**src/rtl/tmu2_alpha.sv**
```systemverilog
// TMU2 alpha blending stage: 3-deep flow-through pipeline blending source and destination RGB565 pixels.
// Optional build macro TMU2_ALPHA_ROUND_EN selects round-half-up instead of truncation before saturation.
module tmu2_alpha #(
   parameter int unsigned fml_depth = 26
) (
   input  logic                   sys_clk,
   input  logic                   sys_rst,
   output logic                   busy,
   input  logic [5:0]             alpha,
   input  logic                   additive,
   input  logic                   pipe_stb_i,
   output logic                   pipe_ack_o,
   input  logic [15:0]            color,
   input  logic [fml_depth-2:0]   dadr,
   input  logic [15:0]            dcolor,
   output logic                   pipe_stb_o,
   input  logic                   pipe_ack_i,
   output logic [15:0]            acolor,
   output logic [fml_depth-2:0]   dadr_f
);

   localparam int unsigned AW = fml_depth - 1;
   localparam int unsigned SW = 13;

   logic          valid1_q, valid2_q, valid3_q;
   logic          en;

   logic [15:0]   color1_q, dcolor1_q;
   logic [AW-1:0] dadr1_q, dadr2_q, dadr3_q;
   logic [6:0]    a1_q, na1_q;
   logic [6:0]    a_d, na_d;

   logic [SW-1:0] sr2_q, sg2_q, sb2_q;
   logic [SW-1:0] sr_d, sg_d, sb_d;

   logic [15:0]   acolor_q, acolor_d;

   logic [SW-1:0] rr, rg, rb;
   logic [6:0]    r7, g7, b7;
   logic [4:0]    r5, b5;
   logic [5:0]    g6;

   assign en         = ~valid3_q | pipe_ack_i;
   assign pipe_ack_o = en;
   assign pipe_stb_o = valid3_q;
   assign busy       = valid1_q | valid2_q | valid3_q;
   assign acolor     = acolor_q;
   assign dadr_f     = dadr3_q;

   // Weights for stage 1, channel sums for stage 2, shift/saturate/pack for stage 3.
   always_comb begin
      a_d  = 7'(alpha) + 7'd1;
      na_d = additive ? 7'd64 : (7'd64 - a_d);

      sr_d = SW'(color1_q[15:11]) * SW'(a1_q) + SW'(dcolor1_q[15:11]) * SW'(na1_q);
      sg_d = SW'(color1_q[10:5])  * SW'(a1_q) + SW'(dcolor1_q[10:5])  * SW'(na1_q);
      sb_d = SW'(color1_q[4:0])   * SW'(a1_q) + SW'(dcolor1_q[4:0])   * SW'(na1_q);

`ifdef TMU2_ALPHA_ROUND_EN
      // Largest sum is 8064, so adding the half-LSB still fits in 13 bits.
      rr = sr2_q + SW'(32);
      rg = sg2_q + SW'(32);
      rb = sb2_q + SW'(32);
`else
      rr = sr2_q;
      rg = sg2_q;
      rb = sb2_q;
`endif

      r7 = rr[SW-1:6];
      g7 = rg[SW-1:6];
      b7 = rb[SW-1:6];
      r5 = (r7 > 7'd31) ? 5'd31 : r7[4:0];
      g6 = (g7 > 7'd63) ? 6'd63 : g7[5:0];
      b5 = (b7 > 7'd31) ? 5'd31 : b7[4:0];
      acolor_d = {r5, g6, b5};
   end

   // Whole pipeline advances together on en, holds otherwise.
   always_ff @(posedge sys_clk or posedge sys_rst) begin
      if (sys_rst) begin
         valid1_q  <= 1'b0;
         valid2_q  <= 1'b0;
         valid3_q  <= 1'b0;
         color1_q  <= '0;
         dcolor1_q <= '0;
         dadr1_q   <= '0;
         a1_q      <= '0;
         na1_q     <= '0;
         sr2_q     <= '0;
         sg2_q     <= '0;
         sb2_q     <= '0;
         dadr2_q   <= '0;
         acolor_q  <= '0;
         dadr3_q   <= '0;
      end else if (en) begin
         valid1_q  <= pipe_stb_i;
         valid2_q  <= valid1_q;
         valid3_q  <= valid2_q;
         color1_q  <= color;
         dcolor1_q <= dcolor;
         dadr1_q   <= dadr;
         a1_q      <= a_d;
         na1_q     <= na_d;
         sr2_q     <= sr_d;
         sg2_q     <= sg_d;
         sb2_q     <= sb_d;
         dadr2_q   <= dadr1_q;
         acolor_q  <= acolor_d;
         dadr3_q   <= dadr2_q;
      end
   end

endmodule
```
**config.mk**
```make
export PLATFORM = sky130hd
export DESIGN_NAME = tmu2_alpha
export DESIGN_NICKNAME = d
export VERILOG_FILES = /design/src/rtl/tmu2_alpha.sv
export SDC_FILE = /design/constraint.sdc
export NUM_CORES = 1
export LEC_CHECK = 0
export BUFFER_PORTS_ARGS = -buffer_cell sky130_fd_sc_hd__buf_2
export CELL_PAD_IN_SITES_DETAIL_PLACEMENT = 0
export CELL_PAD_IN_SITES_GLOBAL_PLACEMENT = 1
export CORE_ASPECT_RATIO = 2
export CORE_MARGIN = 2
export CORE_UTILIZATION = 44
export CTS_BUF_LIST = sky130_fd_sc_hd__clkbuf_8
export CTS_CLUSTER_SIZE = 20
export DETAILED_ROUTE_END_ITERATION = 10
export PLACE_DENSITY_LB_ADDON = 0.1
export SETUP_SLACK_MARGIN = 0.4
export SYNTH_ARGS = -nofsm -noshare
export SYNTH_HDL_FRONTEND = slang
export SYNTH_SLANG_ARGS = --single-unit
```
**constraint.sdc**
```tcl
create_clock -name sys_clk -period 4.7 [get_ports sys_clk]
set_input_delay 0.235 -clock sys_clk [delete_from_list [all_inputs] [get_ports sys_clk]]
set_output_delay 0.235 -clock sys_clk [all_outputs]
set_load 0.1 [all_outputs]
```
==> impl_table.tex <==
\begin{tabular}{lr}
\hline
Metric & Value \\
\hline
\multicolumn{2}{l}{\textbf{Worst setup path}} \\
\quad CP max FO & 6 \\
\quad Cells on worst reg2reg path & 16 \\
\quad Required @ worst endpoint & about 5000 ps \\
\quad Beginning of the worst register-to-register path & na1\_q[4] \\
\quad Setup crit end kind & flop \\
\quad Type of the worst setup path & reg2reg \\
\quad Destination of the worst register-to-register timing path & rr[9] \\
\quad Worst endpoint data arrival time & between 5000 and 6000 ps \\
\quad Kind of launch point of the worst setup path & flop \\
\quad R2R setup slack & -30 ps \\
\multicolumn{2}{l}{\textbf{Timing}} \\
\quad RSZ-0062 raised after global routing & yes \\
\quad Final period demand of the worst path & roughly 4700 ps \\
\quad Accumulated negative setup slack & -40.8 ps \\
\quad Worst slew margin relative to its limit & 38.5\% \\
\quad Final hold violation count & 0 \\
\quad Fin crit share & 101\% \\
\quad Minimum setup slack in the final design & -29.1 ps \\
\quad Worst-margin pin slew & between 900 and 1000 ps \\
\quad Fin Clk Skew & 20.1 ps \\
\quad Upper clock frequency limit & 211 MHz \\
\quad Final count of negative-setup-slack endpoints & 2 \\
\quad Final max-slew violation count & 0 \\
\multicolumn{2}{l}{\textbf{Global route}} \\
\quad GRT Max-Usage Layer & met2 \\
\quad Overflow left after global routing & 0 \\
\quad Initial antenna violation count & 0 \\
\quad Wire length of the first global-routing pass & around 57000 um \\
\quad Global Route met1 Usage & 24.1\% \\
\quad Tot GR Track Use & a little under a quarter \\
\quad M3 GR Usage & 3.34\% \\
\quad Met2 Usage GRT & about 45\% \\
\quad Via count of the first global-routing pass & around 12k \\
\quad Pin count of the biggest net entering global routing & between 150 and 200 \\
\multicolumn{2}{l}{\textbf{CTS}} \\
\quad Number of buffers inserted during clock tree synthesis & 17 \\
\quad TritonCTS clock tree & built \\
\quad Clock transition at the register clock pins on the worst setup and hold paths after CTS & approximately 110 ps \\
\quad Deepest clock path buffer count & 2 \\
\quad Clock latency on the worst-skew pair & slightly above 500 ps \\
\quad Number of clock sinks seen by CTS & approximately 160 \\
\quad H-tree depth reported by CTS & 4 \\
\quad Clock root buffer master & sky130\_fd\_sc\_hd\_\_clkbuf\_8 \\
\multicolumn{2}{l}{\textbf{Drt}} \\
\quad Vias per cell & about 5.0 \\
\quad Vias after detailed routing & around 11k \\
\quad DRT antenna net count & 0 \\
\quad Starting DRC count in detailed routing & 260 \\
\quad Total Routed Length & about 34000 um \\
\quad Routed WL per cell & about 16 um \\
\quad Drc violations & 0 \\
\quad Drt first pass iters & 4 \\
\multicolumn{2}{l}{\textbf{Synth}} \\
\quad Primary flip-flop cell chosen by synthesis mapping & sky130\_fd\_sc\_hd\_\_dfrtp\_1 \\
\quad EDFF count, synth & 0 \\
\quad Mean Syn Cell Area & 8.94 um\^{}2 \\
\quad Synthesized Nets & 1800 \\
\quad Mapped Area & approximately 0.013 mm\^{}2 \\
\quad Yosys warning count & 0 \\
\quad Synthesized flop and latch total & between 150 and 200 \\
\quad Netlist cell types & just under 60 \\
\quad Number of standard cells after synthesis & about 1.5k \\
\quad Async SR Flop Fraction & 100\% \\
\quad Sequential cell area fraction in the yosys report & about 30\% \\
\multicolumn{2}{l}{\textbf{Placed design}} \\
\quad HPWL after DPL & roughly 26000 um \\
\quad GPL Wtd Cong & between 0.8 and 0.9 \\
\quad Port bufs & between 100 and 150 \\
\multicolumn{2}{l}{\textbf{Floorplan}} \\
\quad Std-Cell Core Area & between 0.02 and 0.03 mm\^{}2 \\
\quad Total die area & $\sim$0.032 mm\^{}2 \\
\quad DIE HEIGHT & $\sim$250 um \\
\quad Die extent in x & $\sim$130 um \\
\quad Starting density of the core & 44.7\% \\
\quad Row count & 89 \\
\quad Number of top-level design ports & around 110 \\
\multicolumn{2}{l}{\textbf{Cells and area}} \\
\quad Leading cell types in the layout, fill and taps excluded & sky130\_fd\_sc\_hd\_\_nand2\_1 (453), sky130\_fd\_sc\_hd\_\_inv\_1 (196), sky130\_fd\_sc\_hd\_\_fa\_1 (144), sky130\_fd\_sc\_hd\_\_dfrtp\_1 (144), sky130\_fd\_sc\_hd\_\_buf\_2 (111) \\
\quad Final core utilization & a little under three fifths \\
\quad Number of nets at the end of the flow & between 2k and 2.5k \\
\quad Fill count & between 2k and 3k \\
\quad Antenna cells & 0 \\
\quad P\&R area growth vs syn & 27.9\% \\
\quad Proportion of layout cells with a drive suffix above 1 & 23.3\% \\
\quad Most frequent standard cell in the layout excluding fill and tap cells & sky130\_fd\_sc\_hd\_\_nand2\_1 \\
\multicolumn{2}{l}{\textbf{Min path}} \\
\quad Type of the tightest min-delay check & in2reg \\
\quad Worst hold start & alpha[0] \\
\quad Hold Path Cell Cnt & 2 \\
\quad Worst Hold Path EP & a1\_q[0] \\
\multicolumn{2}{l}{\textbf{Flow run}} \\
\quad MaxCap Viol Count & 0 \\
\multicolumn{2}{l}{\textbf{Outcome}} \\
\quad Failing checks & negative setup slack \\
\quad Outcome & finished, violations left \\
\hline
\end{tabular}
[state kept, by name (all words and copies together) (netlist names), 16 cells and up]
signal	flops
acolor	16
dcolor1_q	16
dadr2_q	25
dadr1_q	25
dadr_f	25
color1_q	16
[cells by family after synthesis]
family | synth area share [%]
and+or+nand+nor | 22.2
AOI/OAI and AO/OA | 6.21
DFF | 30.4
xor gates and xnor gates | 1.43
buffers and inverters | 7.72
adders and majority gates | 32.1
[layout make-up]
type	instances	area, um^2	share of cell area [%]
well taps	364	455	2.69
inverters	209	791	4.67
clock inverters	14	171	1.01
repair buffers	309	2390	14.1
flip-flops and latches	161	4050	23.9
clock buffers	18	248	1.46
multi-input cells	1056	8840	52.1
[metrics by stage]
step | setup slack (ps) | hold WS [ps] | instances | area (um^2)
floorplan | 132 | 320 | 1482 | 13600
global placement | -104 | 432 | 2007 | 15100
detailed placement | -220 | 435 | 2007 | 15100
CTS | -8.44 | 3.79 | 2122 | 16700
global route | -188 | 3.64 | 2131 | 16900
finish | -29.1 | 47.9 | 2131 | 16900
[critical path: stages, from the launching register on]
cell and delay, ps:
sky130_fd_sc_hd__dfrtp_2 440, sky130_fd_sc_hd__buf_12 140, sky130_fd_sc_hd__buf_4 140, sky130_fd_sc_hd__and2_1 170
sky130_fd_sc_hd__fa_1 510, sky130_fd_sc_hd__fa_1 580, sky130_fd_sc_hd__fa_1 440, sky130_fd_sc_hd__fa_1 500
sky130_fd_sc_hd__inv_1 50, sky130_fd_sc_hd__fa_1 490, sky130_fd_sc_hd__inv_1 70, sky130_fd_sc_hd__ha_4 280
sky130_fd_sc_hd__nand2_2 90, sky130_fd_sc_hd__o21ai_4 200, sky130_fd_sc_hd__a21oi_2 70, sky130_fd_sc_hd__or4_1 420
sky130_fd_sc_hd__nand3_1 100
[layer usage]
layer | vias to the layer above | share of wire (%)
met5 | - | 0
met4 | 0 | 4.0
met3 | 66 | 2.6
met2 | 174 | 58
met1 | 5331 | 36
li1 | 5107 | -
[worst max path at each step]
stage / startpoint / end / depth (start not counted)
after CTS: na1_q[4] / rr[9] / 16
after detailed placement: na1_q[2] / rr[9] / 15
after global routing: a1_q[2] / rr[9] / 17
final: na1_q[4] / rr[9] / 16
after global placement: a1_q[6] / rg[12] / 17
after floorplan: a1_q[3] / rb[10] / 15
[repair_timing]
action | CTS | global route
cloned | 0 | 0
endpoints found under the setup margin | 21 | 21
hold endpoints to repair | 70 | 0
resized for setup | 96 | 38
hold buffers | 59 | 0
setup buffers | 24 | 9
pin swaps | 44 | 32
[cell usage after synthesis, types with 2 or more instances]
cell type | count | area [um^2]
sky130_fd_sc_hd__a21oi_1 | 30 | 150
sky130_fd_sc_hd__and3_1 | 3 | 18.8
sky130_fd_sc_hd__xor2_1 | 9 | 78.8
sky130_fd_sc_hd__nand2b_1 | 4 | 25.0
sky130_fd_sc_hd__inv_1 | 208 | 781
sky130_fd_sc_hd__o21ai_1 | 7 | 35.0
sky130_fd_sc_hd__o31ai_1 | 7 | 52.6
sky130_fd_sc_hd__o21a_1 | 3 | 22.5
sky130_fd_sc_hd__a21oi_2 | 2 | 17.5
sky130_fd_sc_hd__nor2_1 | 26 | 97.6
sky130_fd_sc_hd__o21ai_0 | 22 | 110
sky130_fd_sc_hd__a2111oi_0 | 3 | 26.3
sky130_fd_sc_hd__nor3b_2 | 2 | 25.0
sky130_fd_sc_hd__nand4_1 | 7 | 43.8
sky130_fd_sc_hd__nor2b_1 | 2 | 12.5
sky130_fd_sc_hd__o22a_1 | 10 | 87.6
sky130_fd_sc_hd__dfrtp_1 | 161 | 4030
sky130_fd_sc_hd__nand3_1 | 10 | 50.1
sky130_fd_sc_hd__ha_1 | 101 | 1260
sky130_fd_sc_hd__fa_1 | 149 | 2980
sky130_fd_sc_hd__nand2_1 | 476 | 1790
sky130_fd_sc_hd__o21bai_1 | 3 | 22.5
sky130_fd_sc_hd__a21o_1 | 5 | 37.5
sky130_fd_sc_hd__a22o_1 | 3 | 26.3
sky130_fd_sc_hd__nor3_1 | 7 | 35.0
sky130_fd_sc_hd__clkbuf_1 | 34 | 128
sky130_fd_sc_hd__or3_1 | 5 | 31.3
sky130_fd_sc_hd__o211ai_1 | 2 | 15.0
sky130_fd_sc_hd__o2111ai_1 | 5 | 43.8
sky130_fd_sc_hd__xnor2_1 | 10 | 87.6
sky130_fd_sc_hd__a211oi_1 | 2 | 15.0
sky130_fd_sc_hd__nand3b_1 | 2 | 15.0
sky130_fd_sc_hd__or4_1 | 3 | 22.5
sky130_fd_sc_hd__buf_2 | 22 | 110
sky130_fd_sc_hd__o311a_1 | 3 | 30.0
sky130_fd_sc_hd__and2_1 | 112 | 701
Power is left out: the tool's default activity adds up to more than one toggle a clock period on the data nets, which glitch-free logic cannot reach.
